$ cat src/rtl/mdu_pkg.sv
// rtl/mdu_pkg.sv - shared op and FSM encodings for the multiply/divide unit
package mdu_pkg;

    localparam logic [1:0] OP_MULT  = 2'b00;
    localparam logic [1:0] OP_MULTU = 2'b01;
    localparam logic [1:0] OP_DIV   = 2'b10;
    localparam logic [1:0] OP_DIVU  = 2'b11;

    typedef enum logic [1:0] {
        IDLE = 2'b00,
        CALC = 2'b01,
        FIX  = 2'b10
    } state_e;

endpackage

$ cat src/rtl/mdu_sign_fix.sv
// rtl/mdu_sign_fix.sv - conditional two's-complement negate (abs on entry, sign restore on exit)
module mdu_sign_fix #(
    parameter int N = 32
) (
    input  logic [N-1:0] value,
    input  logic         negate,
    output logic [N-1:0] result
);

    assign result = negate ? (~value + N'(1)) : value;

endmodule

$ cat src/rtl/mult_div_unit.sv
// rtl/mult_div_unit.sv - iterative MULT/MULTU/DIV/DIVU unit with HI/LO registers
module mult_div_unit
    import mdu_pkg::*;
#(
    parameter int WIDTH = 32
) (
    input  logic             clk,
    input  logic             rst,
    input  logic             start,
    input  logic [1:0]       op,
    input  logic [WIDTH-1:0] operand_a,
    input  logic [WIDTH-1:0] operand_b,
    input  logic             hi_we,
    input  logic             lo_we,
    input  logic [WIDTH-1:0] wr_data,
    output logic [WIDTH-1:0] hi,
    output logic [WIDTH-1:0] lo,
    output logic             busy,
    output logic             done
);

    localparam int CW = (WIDTH > 1) ? $clog2(WIDTH) : 1;
    localparam logic [CW-1:0] LAST = CW'(WIDTH - 1);

    state_e state, state_next;

    logic [CW-1:0]        cnt;
    logic [2*WIDTH-1:0]   acc;
    logic [WIDTH-1:0]     opb;
    logic                 is_div;
    logic                 res_sign;
    logic                 rem_sign;
    logic                 b_zero;

    logic                 signed_op;
    logic                 a_sign;
    logic                 b_sign;
    logic [WIDTH-1:0]     abs_a;
    logic [WIDTH-1:0]     abs_b;

    assign signed_op = (op == OP_MULT) || (op == OP_DIV);
    assign a_sign    = signed_op & operand_a[WIDTH-1];
    assign b_sign    = signed_op & operand_b[WIDTH-1];

    mdu_sign_fix #(.N(WIDTH)) u_abs_a (.value(operand_a), .negate(a_sign), .result(abs_a));
    mdu_sign_fix #(.N(WIDTH)) u_abs_b (.value(operand_b), .negate(b_sign), .result(abs_b));

    // acc low half holds the multiplier (consumed LSB first) or the dividend/quotient;
    // acc high half holds the partial product or the running remainder.
    logic [WIDTH:0]       mul_sum;
    logic [WIDTH:0]       div_shift;
    logic [WIDTH:0]       div_diff;
    logic [2*WIDTH-1:0]   acc_step;

    assign mul_sum   = {1'b0, acc[2*WIDTH-1:WIDTH]} + {1'b0, (acc[0] ? opb : '0)};
    assign div_shift = {acc[2*WIDTH-1:WIDTH], acc[WIDTH-1]};
    assign div_diff  = div_shift - {1'b0, opb};

    always_comb begin
        acc_step = acc;
        if (!is_div) begin
            acc_step = {mul_sum, acc[WIDTH-1:1]};
        end else if (div_diff[WIDTH]) begin
            acc_step = {div_shift[WIDTH-1:0], acc[WIDTH-2:0], 1'b0};
        end else begin
            acc_step = {div_diff[WIDTH-1:0], acc[WIDTH-2:0], 1'b1};
        end
    end

    logic [2*WIDTH-1:0] prod_fixed;
    logic [WIDTH-1:0]   quo_fixed;
    logic [WIDTH-1:0]   rem_fixed;

    // Divide by zero keeps the all-ones quotient regardless of operand signs.
    mdu_sign_fix #(.N(2*WIDTH)) u_fix_prod (.value(acc), .negate(res_sign), .result(prod_fixed));
    mdu_sign_fix #(.N(WIDTH)) u_fix_quo (
        .value(acc[WIDTH-1:0]), .negate(res_sign & ~b_zero), .result(quo_fixed)
    );
    mdu_sign_fix #(.N(WIDTH)) u_fix_rem (
        .value(acc[2*WIDTH-1:WIDTH]), .negate(rem_sign), .result(rem_fixed)
    );

    always_comb begin
        state_next = state;
        case (state)
            IDLE:    if (start) state_next = CALC;
            CALC:    if (cnt == LAST) state_next = FIX;
            FIX:     state_next = IDLE;
            default: state_next = IDLE;
        endcase
    end

    always_ff @(posedge clk) begin
        if (rst) state <= IDLE;
        else     state <= state_next;
    end

    always_ff @(posedge clk) begin
        if (rst) begin
            hi       <= '0;
            lo       <= '0;
            busy     <= 1'b0;
            done     <= 1'b0;
            cnt      <= '0;
            acc      <= '0;
            opb      <= '0;
            is_div   <= 1'b0;
            res_sign <= 1'b0;
            rem_sign <= 1'b0;
            b_zero   <= 1'b0;
        end else begin
            busy <= (state_next != IDLE);
            done <= (state == FIX);
            case (state)
                IDLE: begin
                    if (start) begin
                        acc      <= {{WIDTH{1'b0}}, abs_a};
                        opb      <= abs_b;
                        is_div   <= op[1];
                        res_sign <= a_sign ^ b_sign;
                        rem_sign <= a_sign;
                        b_zero   <= (operand_b == '0);
                        cnt      <= '0;
                    end else begin
                        if (hi_we) hi <= wr_data;
                        if (lo_we) lo <= wr_data;
                    end
                end
                CALC: begin
                    acc <= acc_step;
                    cnt <= cnt + CW'(1);
                end
                FIX: begin
                    if (is_div) begin
                        hi <= rem_fixed;
                        lo <= quo_fixed;
                    end else begin
                        hi <= prod_fixed[2*WIDTH-1:WIDTH];
                        lo <= prod_fixed[WIDTH-1:0];
                    end
                end
                default: ;
            endcase
        end
    end

endmodule
$ cat config.mk
export PLATFORM = sky130hd
export DESIGN_NAME = mult_div_unit
export DESIGN_NICKNAME = d
export VERILOG_FILES = /design/src/rtl/mdu_pkg.sv /design/src/rtl/mdu_sign_fix.sv /design/src/rtl/mult_div_unit.sv
export SDC_FILE = /design/constraint.sdc
export NUM_CORES = 1
export LEC_CHECK = 0
export CORE_ASPECT_RATIO = 1.1
export CORE_MARGIN = 2
export CORE_UTILIZATION = 53
export CTS_CLUSTER_SIZE = 20
export DETAILED_ROUTE_END_ITERATION = 6
export PLACE_DENSITY = 0.83
export SLEW_MARGIN = 5
export SYNTH_ARGS = -nofsm -noshare
export SYNTH_HDL_FRONTEND = slang
export SYNTH_HIERARCHICAL = 1
export SYNTH_SLANG_ARGS = --single-unit
export TNS_END_PERCENT = 100
$ cat constraint.sdc
create_clock -name clk -period 3.2 [get_ports clk]
set_input_delay 0.64 -clock clk [delete_from_list [all_inputs] [get_ports clk]]
set_output_delay 0.64 -clock clk [all_outputs]
set_load 0.1 [all_outputs]
# [Word-level counts from Yosys, hierarchy flattened]
# Cells that the tools add are included.
[totals] mem_bits_ro=0 regBits=173 elab_cells=72 output_inout_bits=66 in_bits=103 ramBits=0 memories=0 latchBits=0
[op_classes] div=0 addsub=8 n_mul=0 n_eq_ne=8 magnitude_cmp=0 n_mux=23 reduce_logical=11 bitwise=10 shifts=0
[ops] cell="two-way mux 32 bit" count=11
[ops] cell="two-way mux 64 bit" count=4
[ops] cell="adder 32 x 1 -> 32 bit, second input constant" count=4
[ops] cell="NOT 32 bit" count=4
[ops] cell="case mux 32 bit (2 select lines)" count=2
[ops] cell="case mux 64 bit (2 select lines)" count=1
[ops] cell="adder 64 x 1 -> 64 bit, second input constant" count=1
[ops] cell="NOT 64 bit" count=1
[ops] cell="adder 32 x 32 -> 33 bit" count=1
[ops] cell="subtractor 33 x 32 -> 33 bit" count=1
[ops] cell="zero test 32 bit" count=1
[ops] cell="case mux 5 bit (2 select lines)" count=1
[ops] cell="!= test 2 bit, second input constant" count=4
[ops] cell="AND reduction 3 bit" count=2
[ops] cell="nonzero test 2 bit" count=3
[ops] cell="adder 5 x 1 -> 5 bit, second input constant" count=1
[ops] cell="equality test 5 bit, second input constant" count=1
[ops] cell="two-way mux 5 bit" count=1
[ops] cell="equality test 2 bit, second input constant" count=2
[ops] cell="zero test 2 bit" count=2
[ops] cell="two-way mux 2 bit" count=2
[ops] cell="case mux 2 bit (2 select lines)" count=1
[ops] cell="AND reduction 2 bit" count=2
[ops] cell="AND 1 bit" count=3
[ops] cell="other kinds (4)" count=4

# [Depth between registers and ports, before layout]
[depth] depth_word=6 mapped_depth=14

# [By module]
# Netlist, hierarchy kept.
[by_module_without_submodules] mod="mult_div_unit" area_each_um2=11581.1 cells_per_inst=1483 seq_area_each_um2=3463.3 n_inst=1
[by_module_without_submodules] mod="mdu_sign_fix at u_abs_a ..." area_each_um2=777.0 cells_per_inst=99 seq_area_each_um2=0.0 n_inst=4
[by_module_without_submodules] mod="mdu_sign_fix at u_fix_prod" area_each_um2=1649.1 cells_per_inst=206 seq_area_each_um2=0.0 n_inst=1

# [Least setup slack after synthesis]
# Ideal clock, no wire load.
[synth_timing] kind="reg-to-reg" startpoint="reg acc[0]" endpoint="reg acc[57]" arrival_ns=3.367 path_buffers=1 stages_incl_launch_ff=14 setup_time_ns=0.134 slack_ns=-0.301 path_cell_list="dfxtp_1 > clkbuf_1 > and2_1 > ha_1 > a21o_1 > a21o_1 > or4_4 > a21oi_4 > o211ai_2 > a31o_1 > a311o_1 > a21oi_1 > mux2i_1 > o211ai_1"
[synth_between] elab_chain_len=4
[synth_rtl] element="start, declared" line="mult_div_unit.sv:28" source="logic [2*WIDTH-1:0] acc;"
[synth_rtl] element="start signal, assigned" line="mult_div_unit.sv:117" source="acc <= {{WIDTH{1'b0}}, abs_a};"
[synth_rtl] element="start signal, assigned" line="mult_div_unit.sv:130" source="acc <= acc_step;"
[synth_rtl] element="two-way mux 32 bit" line="mult_div_unit.sv:55" source="assign mul_sum = {1'b0, acc[2*WIDTH-1:WIDTH]} + {1'b0, (acc[0] ? opb : '0)};"
[synth_rtl] element="adder 32 x 32 -> 33 bit" line="mult_div_unit.sv:55"
[synth_rtl] element="two-way mux 64 bit" line="mult_div_unit.sv:61" source="if (!is_div) begin"
[synth_rtl] element="case mux 64 bit (2 select lines)" line="mult_div_unit.sv:114" source="case (state)"
# Every way passes these cells.
# A chain may end at the register's enable or synchronous reset.

# [Worst setup path in the final report]
# Ends and elaborated chain as after synthesis.

==> run_results.csv <==
group,metric,value,unit
worst_setup_path,critPathCaptureType,"register",
route,drc_errors,4,
worst_setup_path,crit_arrival,3520,ps
worst_setup_path,crit_start,"acc[0]",
die,row_count,67,
sta,fin_crit,3191,ps
cts,h-tree-depth,4,
die,core_area,30430,µm²
power_and_ir_drop,power.leakage,7.720,nW
worst_setup_path,worst_setup_path_start_kind,"register",
worst_setup_path,critPathTopFamily,"compound AO/OA/AOI/OAI gates",
cells_and_area,layout_commonest_cell,"buf_4",
cts,clock_latency,450,ps
cts,cts-buffers-inserted,17,
sta,setup_viol,0,
cts,clock_path_buffers,2,
global_routing,grt_pass1_vias,16272,
worst_setup_path,required,3530,ps
cells_and_area,nets,2504,
run_status,violations,"DRC",
logic_synthesis,synth_edf_count,0,
worst_setup_path,cp_num_buf_inv,2,
sta,rsz0062_at_grt,"yes",
route,detailroute.via_count,17394,
sta,timing.hold.ws,472.4,ps
cts,cts_tree,"built",
logic_synthesis,synth_cells,2085,
worst_setup_path,r2r_end,"acc[57]",
cells_and_area,antenna_cells,0,
cells_and_area,n_fill_cell,2395,
cts,hold_buffers,0,
place,dp_slack,-144.1,ps
logic_synthesis,yosysUniqueCellTypes,84,
min_path,worstHoldPathType,"reg -> reg",
logic_synthesis,synth_area_per_cell,7.836,µm²
route,first_pass_iters,7,
worst_setup_path,crit_path_max_incr_delay,380,ps
min_path,worstHoldEndpoint,"opb[9]",
worst_setup_path,crit_chain,"buf_12, buf_12, and2_4, ha_4, a21oi_2, nor2b_1, o21a_1, a311oi_4, o211ai_4, a31o_1, a311o_1, a21oi_2, mux2i_1, o211ai_1",
cells_and_area,drive_above_1_share,18.58,%
sta,min_period_over_period,99.72,%
global_routing,grt-ovfl-total,0,
logic_synthesis,seq_area_frac_synth,21.20,%
min_path,min_path_cells,2,
route,routedWlPerCell,19.46,µm
cts,clock-root-buffer,"clkbuf_16",
logic_synthesis,synthArstFlopShare,0,%
sta,fin_skew,13.85,ps
worst_setup_path,reg2reg_depth,14,
place,globalplace.congestion,1.026,
cts,clkSinkCount,173,
cells_and_area,area_delta_synth_final,24.48,%
route,drtIter0Drc,1644,
sta,finalHoldViolations,0,
worst_setup_path,r2r_slack,9,ps
sta,worst_slack,9.105,ps
global_routing,grt_max_degree,66,
worst_setup_path,crit_fanout,16,
logic_synthesis,ys_warn_count,6,
sta,tns,0,ps
route,routed_wl,53600,µm
flow_run,cap_violations,0,
logic_synthesis,syn-cell-area,16340,µm²
die,fp.dieH,188.1,µm
power_and_ir_drop,power_density,358.7,nW/µm²
global_routing,antenna_found_initial,0,
run_status,status,"complete, but fails checks",
worst_setup_path,path_class,"reg -> reg",
sta,fmax,313.4,MHz
die,initial_core_util,53.69,%
global_routing,grt_pass1_wl,81750,µm
worst_setup_path,r2r-start,"acc[0]",
die,ios,169,
power_and_ir_drop,vdd_drop_max,400.9,µV
sta,drv_slew,0,
sta,slew_headroom,48.85,%
min_path,hold_start,"opb[9]",
logic_synthesis,syn_nets,2261,
place,portBuffers,168,
logic_synthesis,ys_ff_latch,173,
route,vias_per_cell,6.314,
die,die_width,171.4,µm
global_routing,grt_use_total,31.38,%
worst_setup_path,crit_slowest_cell,"dfxtp_4",
cells_and_area,final_cell_mix,"buf_4 (237), xnor2_1 (216), nor2_1 (207)",
die,die-area,32250,µm²
route,ant_nets,0,
place,hpwl,40440,µm
logic_synthesis,synth_ff_type,"dfxtp_1",
sta,worstMarginPinSlew,765.6,ps
cts,path_clk_slew,80,ps
## worst min-delay path, cell delays in order (launching register included)
cell	delay, ps
dfxtp_1	320
nand2_1	50
a21oi_1	50
## synth_stat cells (7+ instances only)
| library cell | instances | share of area, % |
|---|---|---|
| nor2_1 | 208 | 4.8 |
| mux2i_1 | 123 | 7.5 |
| nand4_1 | 22 | 0.84 |
| o41ai_2 | 20 | 2.0 |
| nor4_1 | 20 | 0.77 |
| a22oi_1 | 15 | 0.69 |
| nor3_1 | 18 | 0.55 |
| buf_4 | 7 | 0.32 |
| clkbuf_1 | 96 | 2.2 |
| nand3_1 | 27 | 0.83 |
| or2_2 | 14 | 0.54 |
| nor2b_1 | 15 | 0.57 |
| o21ai_0 | 84 | 2.6 |
| nand2b_1 | 23 | 0.88 |
| a211oi_1 | 106 | 4.9 |
| nor4_4 | 17 | 2.2 |
| ha_1 | 71 | 5.4 |
| a31oi_1 | 7 | 0.27 |
| dfxtp_1 | 173 | 21 |
| buf_1 | 17 | 0.39 |
| and2_1 | 39 | 1.5 |
| xor2_1 | 20 | 1.1 |
| o31ai_1 | 55 | 2.5 |
| o21bai_1 | 14 | 0.64 |
| or4_1 | 8 | 0.37 |
| xnor2_1 | 216 | 12 |
| inv_1 | 64 | 1.5 |
| o41ai_1 | 28 | 1.5 |
| or4_4 | 7 | 0.48 |
| a21oi_1 | 187 | 5.7 |
| a21o_1 | 34 | 1.6 |
| o21ai_1 | 21 | 0.64 |
| or3_1 | 16 | 0.61 |
| or2b_1 | 8 | 0.37 |
| and3_1 | 11 | 0.42 |
| nand2_1 | 176 | 4.0 |
## worst max-delay path by stage
stage                    to  cells past startpoint
finish              acc[57]                     14
global route        acc[62]                     14
CTS                 acc[57]                     14
detailed placement  acc[57]                     13
global placement     acc[0]                     14
floorplan           acc[62]                     14
## where the power goes
part	internal [mW]	switching (mW)	total, mW
Combinational	1.17	1.77	2.94
Sequential	2.27	0.126	2.39
Clock	1.00	0.961	1.96
Total	4.44	2.85	7.30
## state kept, by name (all words and copies together), names as in the netlist, 2 cells and up
name	count
state	2
opb	32
hi	32
cnt	5
lo	32
acc	64
## logic make-up after synthesis
| group | count (synthesis) | synth area share (%) |
|---|---|---|
| adder cells (fa/ha/maj) | 73 | 5.682 |
| multiplexers | 123 | 7.536 |
| flip-flops | 173 | 21.20 |
| AO/OA/AOI/OAI | 630 | 26.44 |
| AND/OR/NAND/NOR | 662 | 21.95 |
| buffers and inverters | 188 | 4.549 |
| XOR/XNOR | 236 | 12.65 |
## routing by layer
metal  part of all wire [%]  GRT usage (%)
met1                     39          37.18
met2                     48          54.47
met3                    7.7          5.150
met4                    5.1          15.51
met5                      0              0
## through the flow
step	util (%)	area (µm²)	power, mW	std cells
floorplan	-	16370	4.295	2085
global placement	63.32	19270	5.121	2711
detailed placement	63.32	19270	5.183	2711
CTS	65.20	19840	7.114	2743
global route	66.83	20340	7.567	2755
finish	66.83	20340	7.296	2755
## repair_timing
action / in CTS / in global routing
pin swaps: 0 / 19
buffers inserted: 0 / 11
setup endpoints to repair: 19 / 33
gates cloned: 0 / 1
gates resized for setup: 9 / 75
## cell type report
class | count | area [µm²] | share of cell area (%)
multi-input cells | 1724 | 12580 | 61.88
clock inverters | 11 | 88.84 | 0.4368
clock buffers | 21 | 440.4 | 2.166
inverters | 64 | 240.2 | 1.181
well taps | 414 | 518.0 | 2.547
repair buffers | 348 | 2990 | 14.70
flip-flops and latches | 173 | 3475 | 17.09
Note: power is estimated with default switching activity, not from simulation.
